--- src/rtl/exc_ctrl.sv ---
// exc_ctrl: commit-point exception/interrupt arbiter driving CP0's exception record and the fetch redirect.
// Optional macro EXC_TIMER_INT_EN: Cause.TI is ORed into interrupt line IP7.

typedef struct packed {
  logic        exception_en;
  logic [31:0] EPC;
  logic        BD;
  logic [31:0] BadVAddr;
  logic [4:0]  ExeCode;
} cp0_reg_input_t;

module exc_ctrl #(
  parameter logic [31:0] EXC_VECTOR = 32'hBFC0_0380
) (
  input  logic           clk,
  input  logic           resetn,
  input  logic           commit_valid,
  input  logic [31:0]    commit_pc,
  input  logic           commit_bd,
  input  logic [6:0]     commit_exc,
  input  logic [31:0]    commit_vaddr,
  input  logic           commit_eret,
  input  logic [31:0]    cp0_status,
  input  logic [31:0]    cp0_cause,
  input  logic [31:0]    cp0_epc,
  input  logic [5:0]     ext_int,
  output cp0_reg_input_t cp0_reg_input,
  output logic           eret,
  output logic           flush,
  output logic           redir_valid,
  output logic [31:0]    redir_pc,
  input  logic           redir_ready
);

  localparam logic [0:0] IDLE     = 1'b0;
  localparam logic [0:0] REDIRECT = 1'b1;

  logic [0:0]  state;
  logic [5:0]  ext_meta;
  logic [5:0]  ext_sync;
  logic        int_pending;
  logic [7:0]  ip_eff;
  logic        exc_hit;
  logic [4:0]  exe_code;
  logic [31:0] bad_vaddr;
  logic        accept_slot;
  logic        unused_cp0_bits;

  assign unused_cp0_bits = ^{cp0_status[31:16], cp0_status[7:2], cp0_cause[31:16], cp0_cause[7:0]};

  always_comb begin
    ip_eff = {cp0_cause[15:10] | ext_sync, cp0_cause[9:8]};
`ifdef EXC_TIMER_INT_EN
    ip_eff[7] = ip_eff[7] | cp0_cause[30];
`else
    ip_eff[7] = ip_eff[7];
`endif
  end

  // External lines are asynchronous: two flops before they may influence the pending flag.
  always_ff @(posedge clk or negedge resetn) begin
    if (!resetn) begin
      ext_meta    <= 6'd0;
      ext_sync    <= 6'd0;
      int_pending <= 1'b0;
    end else begin
      ext_meta    <= ext_int;
      ext_sync    <= ext_meta;
      int_pending <= cp0_status[0] & ~cp0_status[1] & (|(cp0_status[15:8] & ip_eff));
    end
  end

  always_comb begin
    exc_hit   = 1'b1;
    exe_code  = 5'h00;
    bad_vaddr = 32'd0;
    if (int_pending) begin
      exe_code = 5'h00;
    end else if (commit_exc[6]) begin
      exe_code  = 5'h04;
      bad_vaddr = commit_pc;
    end else if (commit_exc[5]) begin
      exe_code = 5'h0A;
    end else if (commit_exc[4]) begin
      exe_code = 5'h0C;
    end else if (commit_exc[3]) begin
      exe_code = 5'h08;
    end else if (commit_exc[2]) begin
      exe_code = 5'h09;
    end else if (commit_exc[1]) begin
      exe_code  = 5'h04;
      bad_vaddr = commit_vaddr;
    end else if (commit_exc[0]) begin
      exe_code  = 5'h05;
      bad_vaddr = commit_vaddr;
    end else begin
      exc_hit = 1'b0;
    end
  end

  // Outputs are held low while reset is asserted, regardless of the commit inputs.
  assign accept_slot = resetn && (state == IDLE) && commit_valid;
  assign redir_valid = (state == REDIRECT);

  always_comb begin
    cp0_reg_input = '0;
    eret          = 1'b0;
    flush         = 1'b0;
    if (accept_slot) begin
      if (exc_hit) begin
        cp0_reg_input.exception_en = 1'b1;
        cp0_reg_input.EPC          = commit_bd ? (commit_pc - 32'd4) : commit_pc;
        cp0_reg_input.BD           = commit_bd;
        cp0_reg_input.BadVAddr     = bad_vaddr;
        cp0_reg_input.ExeCode      = exe_code;
        flush                      = 1'b1;
      end else if (commit_eret) begin
        eret  = 1'b1;
        flush = 1'b1;
      end
    end else if (state == REDIRECT) begin
      flush = 1'b1;
    end
  end

  always_ff @(posedge clk or negedge resetn) begin
    if (!resetn) begin
      state    <= IDLE;
      redir_pc <= 32'd0;
    end else if (state == IDLE) begin
      if (accept_slot && exc_hit) begin
        redir_pc <= EXC_VECTOR;
        state    <= REDIRECT;
      end else if (accept_slot && commit_eret) begin
        redir_pc <= cp0_epc;
        state    <= REDIRECT;
      end
    end else if (redir_ready) begin
      state <= IDLE;
    end
  end

endmodule
--- config.mk ---
export PLATFORM = sky130hd
export DESIGN_NAME = exc_ctrl
export DESIGN_NICKNAME = d
export VERILOG_FILES = /design/src/rtl/exc_ctrl.sv
export SDC_FILE = /design/constraint.sdc
export NUM_CORES = 1
export LEC_CHECK = 0
export ABC_AREA = 1
export BUFFER_PORTS_ARGS = -buffer_cell sky130_fd_sc_hd__buf_4
export CAP_MARGIN = 20
export CELL_PAD_IN_SITES_DETAIL_PLACEMENT = 1
export CELL_PAD_IN_SITES_GLOBAL_PLACEMENT = 1
export CORE_MARGIN = 1
export CORE_UTILIZATION = 25
export DETAILED_ROUTE_END_ITERATION = 8
export PLACE_DENSITY_LB_ADDON = 0.1
export REMOVE_ABC_BUFFERS = 1
export SLEW_MARGIN = 30
export SYNTH_ARGS = -nofsm -noshare
export SYNTH_HDL_FRONTEND = slang
export SYNTH_SLANG_ARGS = --single-unit
--- constraint.sdc ---
create_clock -name clk -period 3.12 [get_ports clk]
set_clock_uncertainty 0.2 [all_clocks]
set_input_delay 0.156 -clock clk [delete_from_list [all_inputs] [get_ports clk]]
set_output_delay 0.156 -clock clk [all_outputs]
set_load 0.01 [all_outputs]
# Word-level counts from Yosys, hierarchy flattened

Index checks and enable logic that the tools add are counted.

$add $sub $neg: 1
Multiply operators: 0
Divide/modulo/power cells: 0
$lt $le $gt $ge: 0
Equality and inequality tests: 0
Shift-type cells: 0
Mux-type cells: 39
Bitwise operators: 6
Reductions and logical operators: 7

Operators by type and width:

| cell                  | count |
|---|---|
| $mux 32               | 11 |
| $mux 71               | 2 |
| $sub 32x3->32 const B | 1 |
| $mux 4                | 6 |
| $mux 1                | 18 |
| $and 8x8->8           | 1 |
| $reduce_or 8->1       | 1 |
| $mux 3                | 2 |
| $or 6x6->6            | 1 |
| $logic_and 1x1->1     | 4 |
| $and 1x1->1           | 2 |
| $not 1->1             | 2 |
| $reduce_and 2->1      | 1 |
| $reduce_bool 2->1     | 1 |

Flip-flop bits (word level): 46
Latch bits: 0
RAM bits: 0
Memory bits (read-only): 0
Output and inout bits: 106
Word-level logic and storage cells: 58
Memories: 0

# Depth between registers and ports, before layout

Word-level depth: 11
Gate-level depth with buffers: 11
Mapped depth without buffers: 11

# Worst setup path after synthesis

Ideal clock, no wire load.

Path kind: register to output
From: register state (netlist: redir_valid)
To: output port cp0_reg_input[0] (netlist name)
Data arrival time: 1.389 ns
Data required time: 2.764 ns
Slack: 1.375 ns
Cell stages (with the launch flop): 7
Cells stage by stage: dfrtp_1 inv_1 nand3_1 a21oi_2 clkbuf_1 nand2_1 nor3_1

RTL lines:

| element                | RTL line | source |
|---|---|---|
| start, declared        | 38       | `logic [0:0] state;` |
| start signal, assigned | 128      | `state <= IDLE;` |
| start signal, assigned | 133      | `state <= REDIRECT;` |
| start signal, assigned | 136      | `state <= REDIRECT;` |
| end, declared          | 27       | `output cp0_reg_input_t cp0_reg_input,` |

==> impl_metrics.toml <==
[placement]
gp_congestion = 0.781
post-dp-hpwl_mm = 10.7
dp.cells = 892
placedInstanceArea_um2 = 5140
io_buffers = 237
dp_slack_ps = 734

[sta]
finalSetupTns_ps = 0
slew_headroom = 0.469
finalMaxSlewViolations = 0
fin_hold_ws_ps = 96.8
fin_ws_ps = 477
hold_violations = 0
fmax_mhz = 378
layout_min_cycle_time_ps = 2640
period_share = 0.847
max_slew.worst_pin.slew_ps = 794
rsz0062_at_grt = "no"
setup_viol = 0

[die]
core_area_um2 = 12200
die_height_um = 115
pin_count = 285
row_count = 40
die_w_um = 115
die_area_um2 = 13200
initial_core_util = 0.261

[setup_path]
cp_slowest_cell = "dlygate4sd3_1"
r2r-end = "redir_pc[30]"
critPathMaxFanout = 32
path_class = "in -> out"
ff2ff_path_depth = 8
crit_path_start_kind = "primary input"
timing.rr.start = "int_pending"
worstPathArrival_ps = 2290
crit_path_max_incr_delay_ps = 540
end_kind = "output port"
cp.buffers_inverters = 5
crit_chain = "dlygate4sd3_1 -> buf_4 -> nand3_1 -> a21oi_4 -> buf_4 -> inv_1 -> nor3_1 -> buf_4"
regToRegSetupSlack_ps = 800
crit_required_ps = 2760
crit_path_frequent_cell = "buf_4"
path_delay_family = "buffers and inverters"

[synthesis]
syn_avg_cell_area_um2 = 6.37
ys_types = 26
synthTopCellsByArea = "dfrtp_1 (36%), nand2_1 (16%), nor2_1 (14%)"
yosys.area.top_type = "dfrtp_1"
ys_ff_latch = 46
synth_top_area_share = 0.361
yosys_warnings = 0
syn_inst = 501
yosysSeqAreaShare = 0.361
synth.cell_area_um2 = 3190

[global_route]
grt.overflow.total = 0
grt_pass1_wl_mm = 22.1
grt_pass1_vias = 4497
gr-usage-all-layers = 0.212
antenna_found_initial = 0
grt_max_degree = 47

[detailed_routing]
wl_per_cell_um = 15.1
ant_nets = 0
post-route-drc-count = 0
firstDrtPassIters = 4
vias_per_cell = 4.59
drt_iter0_markers = 94
vias = 4326
routed_wl_mm = 14.2

[pwr]
ir_drop_mv = 0.422
p_total_mw = 1.75
power_density_nw_per_um2 = 306
cellLeakagePower_nw = 3.00

[clocking]
cts-root-buf = "clkbuf_16"
clk_pin_slew_ps = 60
cts_resized = 0
cts_made_buffers = 5
cts_setup_buffers = 0
clk_latency_ps = 290
cts_max_level = 2
tritoncts = "done"
cts.path.max_buffers = 2
cts.sink_count = 46

[final_layout]
design_area_um2 = 5710
final_cells = 942
syn_to_final_growth_pct = 79.0
fillers = 1612
final_common_cell = "buf_4"
drive_gt1_frac = 0.336
diodes = 0
layout_common_cells = "buf_4 (244), nand2_1 (139), nor2_1 (120)"
nNetsFinal = 953
final_util = 0.468

[min_path]
holdPathEnd = "int_pending"
hold_depth = 4
hold_path_class = "in -> reg"
holdCritStartpoint = "cp0_cause[9]"

[run_status]
status = "completed"

[run]
cap_violations = 0
metal layers:
metal,part of all wire,up-vias,track usage
li1,-,2144,-
met1,0.38,2024,0.225
met2,0.53,143,0.416
met3,0.074,15,0.0469
met4,0.015,0,0.0563
met5,0,-,0
layout make-up:
cell class,instances,area [µm²],area share
clock buffers,6,139,0.0243
inverters,46,173,0.0302
repair buffers,286,2250,0.394
well taps,168,210,0.0368
flip-flops and latches,46,1150,0.201
multi-input cells,388,1780,0.311
clock inverters,2,12.5,0.00219
synthesized netlist by cell type:
cell	count
buf_4	2
conb_1	1
and3_1	1
nand3_1	17
nand2_1	139
nor2_2	2
a21oi_2	1
o21ai_0	31
nor2_4	1
a22oi_1	32
inv_1	45
ha_1	1
nor2_1	120
a22o_1	1
a21oi_1	20
inv_2	1
nand4_1	7
nor3_1	5
dfrtp_1	46
buf_2	14
and2_1	1
clkbuf_1	5
o21bai_1	2
o21ai_4	1
nand2_2	1
xor2_1	4
tightest hold or removal path: stages:
cell	delay, ps
buf_4	80
a22o_1	110
nor3_1	50
nor2_1	140
where the power goes:
| part | internal (mW) | total [mW] | switching, mW |
|---|---|---|---|
| Clock | 0.317 | 0.538 | 0.221 |
| Combinational | 0.284 | 0.548 | 0.264 |
| Sequential | 0.640 | 0.662 | 0.0219 |
registers in the layout, indices dropped and copies added, names as in the netlist:
| register | count |
|---|---|
| redir_valid | 1 |
| ext_sync | 6 |
| redir_pc | 32 |
| ext_meta | 6 |
| int_pending | 1 |
worst max path at each step:
stage | end | cells past startpoint | slack [ps] | from
floorplan | cp0_reg_input[10] | 5 | 350 | redir_valid
global placement | cp0_reg_input[51] | 7 | 800 | redir_valid
detailed placement | redir_pc[4] | 9 | 730 | commit_exc[4]
CTS | cp0_reg_input[51] | 8 | 440 | resetn
global route | cp0_reg_input[51] | 8 | 320 | resetn
finish | cp0_reg_input[51] | 8 | 480 | resetn
repair_timing:
action                                  CTS  global route
endpoints found under the setup margin    0             0
hold buffers                             42             0
endpoints found under the hold margin    86             0
logic make-up (layout without fill, tap and decap cells):
logic type | after synthesis | in the layout | share of synthesized area
and+or+nand+nor | 294 | 294 | 0.366
AOI/OAI and AO/OA | 88 | 88 | 0.171
buffers and inverters | 67 | 340 | 0.0866
DFF | 46 | 46 | 0.361
xor gates and xnor gates | 4 | 4 | 0.0110
adders and majority gates | 1 | 1 | 0.00392
other | 1 | 1 | 0.00117
(Power assumes the default switching activity.)
